## config.mk

```make
export PLATFORM = sky130hd
export DESIGN_NAME = ospi_flash_ctrl
export DESIGN_NICKNAME = d
export VERILOG_FILES = /design/src/rtl/ospi_flash_ctrl.sv
export SDC_FILE = /design/constraint.sdc
export NUM_CORES = 1
export LEC_CHECK = 0
export CAP_MARGIN = 20
export CORE_ASPECT_RATIO = 2
export CORE_MARGIN = 2
export CORE_UTILIZATION = 36
export CTS_CLUSTER_DIAMETER = 200
export DETAILED_ROUTE_END_ITERATION = 10
export DONT_BUFFER_PORTS = 1
export RECOVER_POWER = 25
export SYNTH_ARGS = -nofsm -noshare
export SYNTH_HDL_FRONTEND = slang
export SYNTH_SLANG_ARGS = --single-unit
```

## constraint.sdc

```tcl
create_clock -name clk -period 2.3 [get_ports clk]
set_input_delay 0.46 -clock clk [delete_from_list [all_inputs] [get_ports clk]]
set_output_delay 0.46 -clock clk [all_outputs]
set_load 0.01 [all_outputs]
```

## src/rtl/ospi_flash_ctrl.sv

```systemverilog
// Octal-SPI flash host sequencer: turns single-byte read/write/erase requests
// into CS/CLK/IO frames, prefixing write and erase with a WREN frame.
module ospi_flash_ctrl #(
  parameter int          CLK_DIV       = 2,
  parameter int          ADDR_BYTES    = 3,
  parameter int          DUMMY_CYCLES  = 4,
  parameter int          CS_GAP_CYCLES = 2,
  parameter logic [7:0]  OP_READ       = 8'h0B,
  parameter logic [7:0]  OP_WRITE      = 8'h02,
  parameter logic [7:0]  OP_ERASE      = 8'h20,
  parameter logic [7:0]  OP_WREN       = 8'h06
) (
  input  logic                    clk,
  input  logic                    reset,
  input  logic                    req_valid,
  output logic                    req_ready,
  input  logic [1:0]              req_op,
  input  logic [8*ADDR_BYTES-1:0] req_addr,
  input  logic [7:0]              req_wdata,
  output logic                    resp_valid,
  output logic [7:0]              resp_rdata,
  output logic                    resp_err,
  output logic                    busy,
  output logic                    OSPI_CLK,
  output logic                    OSPI_CS,
  output logic [7:0]              OSPI_IO_OUT,
  output logic                    OSPI_IO_OE,
  input  logic [7:0]              OSPI_IO_IN
);
  localparam int AW = 8 * ADDR_BYTES;
  localparam int CW = (CLK_DIV > 1) ? $clog2(2 * CLK_DIV) : 1;

  typedef enum logic [3:0] {
    S_IDLE, S_WREN_SETUP, S_WREN_CMD, S_WREN_HOLD, S_GAP, S_SETUP,
    S_CMD, S_ADDR, S_DUMMY, S_DATA, S_HOLD, S_DONE
  } state_t;

  state_t          r_state;
  logic [CW-1:0]   r_cnt;
  logic [7:0]      r_idx;
  logic [1:0]      r_op;
  logic [AW-1:0]   r_addr;
  logic [7:0]      r_wdata;
  logic            r_cs, r_sclk, r_oe, r_rvalid, r_err;
  logic [7:0]      r_io, r_rdata;

  logic            w_beat, w_end, w_rise;
  logic [7:0]      w_opcode;

  assign w_beat   = (r_state == S_WREN_CMD) || (r_state == S_CMD) || (r_state == S_ADDR) ||
                    (r_state == S_DUMMY) || (r_state == S_DATA);
  assign w_end    = (r_cnt == CW'(2 * CLK_DIV - 1));
  assign w_rise   = (r_cnt == CW'(CLK_DIV - 1));
  assign w_opcode = (r_op == 2'd0) ? OP_READ : (r_op == 2'd1) ? OP_WRITE : OP_ERASE;

  always_ff @(posedge clk) begin
    if (reset) begin
      r_state  <= S_IDLE;
      r_cnt    <= '0;
      r_idx    <= '0;
      r_op     <= '0;
      r_addr   <= '0;
      r_wdata  <= '0;
      r_cs     <= 1'b1;
      r_sclk   <= 1'b0;
      r_oe     <= 1'b0;
      r_io     <= '0;
      r_rvalid <= 1'b0;
      r_err    <= 1'b0;
      r_rdata  <= '0;
    end else begin
      r_rvalid <= 1'b0;
      r_err    <= 1'b0;
      // Serial clock is low for the first half of each beat, high for the second.
      if (w_beat) begin
        r_cnt  <= w_end ? '0 : r_cnt + 1'b1;
        r_sclk <= !w_end && (r_sclk || w_rise);
      end else begin
        r_cnt  <= '0;
        r_sclk <= 1'b0;
      end
      case (r_state)
        S_IDLE: if (req_valid) begin
          r_op    <= req_op;
          r_addr  <= req_addr;
          r_wdata <= req_wdata;
          case (req_op)
            2'd0:    begin r_state <= S_SETUP; r_cs <= 1'b0; end
            2'd3:    begin r_state <= S_DONE; r_rvalid <= 1'b1; r_err <= 1'b1; end
            default: begin r_state <= S_WREN_SETUP; r_cs <= 1'b0; end
          endcase
        end
        S_WREN_SETUP: begin r_state <= S_WREN_CMD; r_io <= OP_WREN; r_oe <= 1'b1; end
        S_WREN_CMD: if (w_end) begin r_state <= S_WREN_HOLD; r_io <= '0; r_oe <= 1'b0; end
        S_WREN_HOLD: begin
          r_idx <= '0;
          if (CS_GAP_CYCLES > 0) begin r_state <= S_GAP; r_cs <= 1'b1; end
          else r_state <= S_SETUP;
        end
        S_GAP: if (r_idx == 8'(CS_GAP_CYCLES - 1)) begin
          r_state <= S_SETUP; r_cs <= 1'b0; r_idx <= '0;
        end else r_idx <= r_idx + 1'b1;
        S_SETUP: begin r_state <= S_CMD; r_io <= w_opcode; r_oe <= 1'b1; end
        // Address goes out MSB byte first by shifting the latched copy left.
        S_CMD: if (w_end) begin
          r_state <= S_ADDR; r_io <= r_addr[AW-1 -: 8]; r_addr <= r_addr << 8; r_idx <= '0;
        end
        S_ADDR: if (w_end) begin
          if (r_idx == 8'(ADDR_BYTES - 1)) begin
            r_idx <= '0;
            r_io  <= '0;
            r_oe  <= 1'b0;
            if (r_op == 2'd0) r_state <= (DUMMY_CYCLES > 0) ? S_DUMMY : S_DATA;
            else if (r_op == 2'd1) begin r_state <= S_DATA; r_io <= r_wdata; r_oe <= 1'b1; end
            else r_state <= S_HOLD;
          end else begin
            r_idx <= r_idx + 1'b1; r_io <= r_addr[AW-1 -: 8]; r_addr <= r_addr << 8;
          end
        end
        S_DUMMY: if (w_end) begin
          if (r_idx == 8'(DUMMY_CYCLES - 1)) begin r_state <= S_DATA; r_idx <= '0; end
          else r_idx <= r_idx + 1'b1;
        end
        S_DATA: begin
          if (w_rise && r_op == 2'd0) r_rdata <= OSPI_IO_IN;
          if (w_end) begin r_state <= S_HOLD; r_io <= '0; r_oe <= 1'b0; end
        end
        S_HOLD: begin r_state <= S_DONE; r_cs <= 1'b1; r_rvalid <= 1'b1; end
        S_DONE: r_state <= S_IDLE;
        default: r_state <= S_IDLE;
      endcase
    end
  end

  assign req_ready   = (r_state == S_IDLE);
  assign busy        = (r_state != S_IDLE);
  assign resp_valid  = r_rvalid;
  assign resp_err    = r_err;
  assign resp_rdata  = r_rdata;
  assign OSPI_CLK    = r_sclk;
  assign OSPI_CS     = r_cs;
  assign OSPI_IO_OUT = r_io;
  assign OSPI_IO_OE  = r_oe;
endmodule

```

==> results.json <==
{
  "status": "finished, final reports clean",
  "start_util_pct": 36.9,
  "cts-root-buf": "clkbuf_16",
  "min_from": "reset",
  "synth_area_leader_cell": "dfxtp_1",
  "synthAdderAreaFrac_pct": 1.82,
  "cts.sinks": 69,
  "ys_top_cells_by_count": "dfxtp_1, nor2_1, mux2i_1",
  "cp.depth": 6,
  "p_sw_w": 0.00172,
  "dp.cells": 472,
  "die_area_sq_um": 10400,
  "seqPwrFrac_pct": 36.5,
  "dpl_cell_area_sq_um": 3630,
  "clk_pin_slew_worst_paths_ns": 0.06,
  "cap_violations": 0,
  "ctsResizeCount": 0,
  "grt_usage_pct": 18.1,
  "viasPerCell": 5.89,
  "drive_gt1_share_pct": 11.5,
  "min_to": "r_idx[0]",
  "slew_headroom_pct": 55.2,
  "fmax_ghz": 0.453,
  "synth_cells": 376,
  "slowest_stage": "dfxtp_1",
  "fp.dieW_microns": 73.1,
  "dr_wl_met2_microns": 4710,
  "wl_met1_microns": 3250,
  "die_y_microns": 142,
  "gr-total-overflow": 0,
  "power_density_nw_per_um2": 1160,
  "synth_compound_area_share_pct": 19.0,
  "ys_types": 57,
  "num_io_pins": 68,
  "synth_top_family_by_area": "simple AND/OR/NAND/NOR gates",
  "drc_errors": 0,
  "highest_layer": "met4",
  "finalSetupViolCount": 0,
  "post-route-util_pct": 42.1,
  "synthArstFlopShare_pct": 0,
  "synth-simple-area-share_pct": 21.3,
  "dr.pass1.iters": 4,
  "holdCritPathClass": "primary input to flip-flop",
  "core_sq_um": 9320,
  "rsz0062_at_grt": "no",
  "yosys.cell_count.top_type": "dfxtp_1",
  "max_stage_delay_ns": 0.62,
  "insertion_delay_ns": 0.34,
  "finalHoldViolations": 0,
  "rr_startpoint": "r_state[1]",
  "min_period_ns": 2.21,
  "place_congestion": 0.902,
  "cts_buffers": 9,
  "worstPathCellList": "buf_4, nand2b_1, a32oi_1, o22a_1, nor3_2, a221o_1",
  "met3_length_microns": 487,
  "ir_drop_v": 0.000542,
  "fin_cells": 488,
  "p_comb_share_pct": 34.3,
  "syn_avg_cell_area_sq_um": 9.15,
  "synthXorXnorAreaFrac_pct": 0.254,
  "antennaDiodeCount": 0,
  "via_count": 2875,
  "r2r-end": "r_idx[5]",
  "synth-seq-cells": 69,
  "synth_area_sq_um": 3440,
  "dp_hpwl_microns": 6710,
  "grt_pass1_wl_microns": 14400,
  "portBuffers": 0,
  "report.final.slew_viol_count": 0,
  "clockPowerShare_pct": 29.1,
  "synth_warnings": 0,
  "crit_buf_inv": 1,
  "skew_ns": 0.00907,
  "area_growth_pct": 14.1,
  "synthFlopType": "dfxtp_1",
  "worstSetupEndpointType": "flip-flop",
  "final_nets": 429,
  "finalSetupTns_ns": 0,
  "cp.arrival_ns": 2.43,
  "ant_nets": 0,
  "grt_pass1_vias": 2925,
  "htreeDepth": 3,
  "cts_tree": "done",
  "leakage_nw": 1.56,
  "p_int_w": 0.00284,
  "antenna_found_initial": 0,
  "final_area_sq_um": 3930,
  "muxShareOfSynthArea_pct": 12.5,
  "grt_max_degree": 68,
  "row_count": 50,
  "crit_required_ns": 2.52,
  "syn-num-nets": 426,
  "clockBufferDepth": 2,
  "power_w": 0.00456,
  "critPathMaxFanout": 12,
  "r2r_setup_slack_ns": 0.09,
  "worst_slew_pin_slew_ns": 0.671,
  "ys_top_cells_by_area": "dfxtp_1, mux2i_1, nor2_1",
  "criticalPathCategory": "flip-flop to flip-flop",
  "cts_setup_buffers": 0,
  "wl_per_cell_microns": 18.4,
  "synth_edf_count": 0,
  "wirelength_microns": 8980,
  "swShare_pct": 37.7,
  "cp_top_family": "compound AO/OA/AOI/OAI gates",
  "finalCritPeriodShare_pct": 96.0,
  "startpoint_type": "flip-flop",
  "rr_worst_depth": 6,
  "hold_path_depth": 1,
  "dr.first_iter.drc_count": 149,
  "yosysTopAreaCellShare_pct": 40.1,
  "ctsHoldBuffers": 0,
  "ys_seq_area_share_pct": 40.1
}
-- per-stage QoR --
step	worst slack, ns	hold slack (ns)
3_3_place_gp	0.121	0.464
6_report	0.0923	0.190
4_1_cts	0.0500	0.181
3_5_place_dp	0.0572	0.486
5_1_grt	0.000701	0.193
2_1_floorplan	0.328	0.442
-- kinds of logic after synthesis --
kind of cell / after synthesis
fa+ha+maj: 5
buf+inv: 39
simple gates: 134
flops: 69
xor+xnor: 1
compound gates: 85
mux: 43
-- how the worst max path moves through the flow --
stage,start,end,slack [ns]
2_1_floorplan,r_cnt[0],r_addr[0],0.33
4_1_cts,r_idx[1],r_idx[2],0.05
5_1_grt,r_idx[5],r_idx[2],0.0007
3_5_place_dp,r_idx[1],r_idx[2],0.06
3_3_place_gp,r_idx[4],r_idx[2],0.12
6_report,r_state[1],r_idx[5],0.09
-- registers in the layout, indices dropped and copies added, names as in the netlist, 2 cells and up, named ones only --
| signal | count |
|---|---|
| OSPI_IO_OUT | 8 |
| r_addr | 24 |
| r_cnt | 2 |
| r_idx | 8 |
| r_op | 2 |
| r_state | 4 |
| r_wdata | 8 |
| resp_rdata | 8 |
-- power by group through the flow --
stage | clock (W) | combinational (W) | sequential (W)
2_1_floorplan | 0 | 0.00122 | 0.00157
3_3_place_gp | 0 | 0.00152 | 0.00168
3_5_place_dp | 0 | 0.00154 | 0.00169
4_1_cts | 0.00136 | 0.00155 | 0.00166
5_1_grt | 0.00141 | 0.00172 | 0.00169
6_report | 0.00133 | 0.00156 | 0.00166
-- worst reg2reg max path, delay by kind of cell (launching register included) --
family | cells | cell delay [ns]
buf+inv | 1 | 0.26
compound gates | 3 | 0.98
simple gates | 2 | 0.25
flops | 1 | 0.62
-- cells in the final DEF, fill, tap and decap left out, drive strengths merged, types with 6 or more instances in the layout --
| cell | netlist | routed |
|---|---|---|
| a211oi | 19 | 19 |
| a21oi | 10 | 10 |
| a22o | 6 | 6 |
| and2 | 14 | 14 |
| buf | 11 | 17 |
| clkbuf | 15 | 10 |
| dfxtp | 69 | 69 |
| inv | 13 | 17 |
| mux2i | 43 | 43 |
| nand2 | 15 | 15 |
| nand3 | 7 | 7 |
| nor2 | 56 | 56 |
| nor3 | 8 | 8 |
| o21ai | 10 | 10 |
-- cell type report --
cell class	instances	area (sq um)
Clock buffer	9	225
Clock inverter	7	62.6
Fill cell	919	5390
Inverter	13	48.8
Multi-Input combinational cell	268	1920
Sequential cell	69	1380
Tap cell	104	130
Timing Repair Buffer	18	156
-- layer usage --
layer  up-vias  GRT usage, %
met5         -             0
met4         0          13.5
met3        36          4.75
met2        94          31.2
met1      1350          17.9
li1       1395             -
Power figures use the tool's default switching activity.
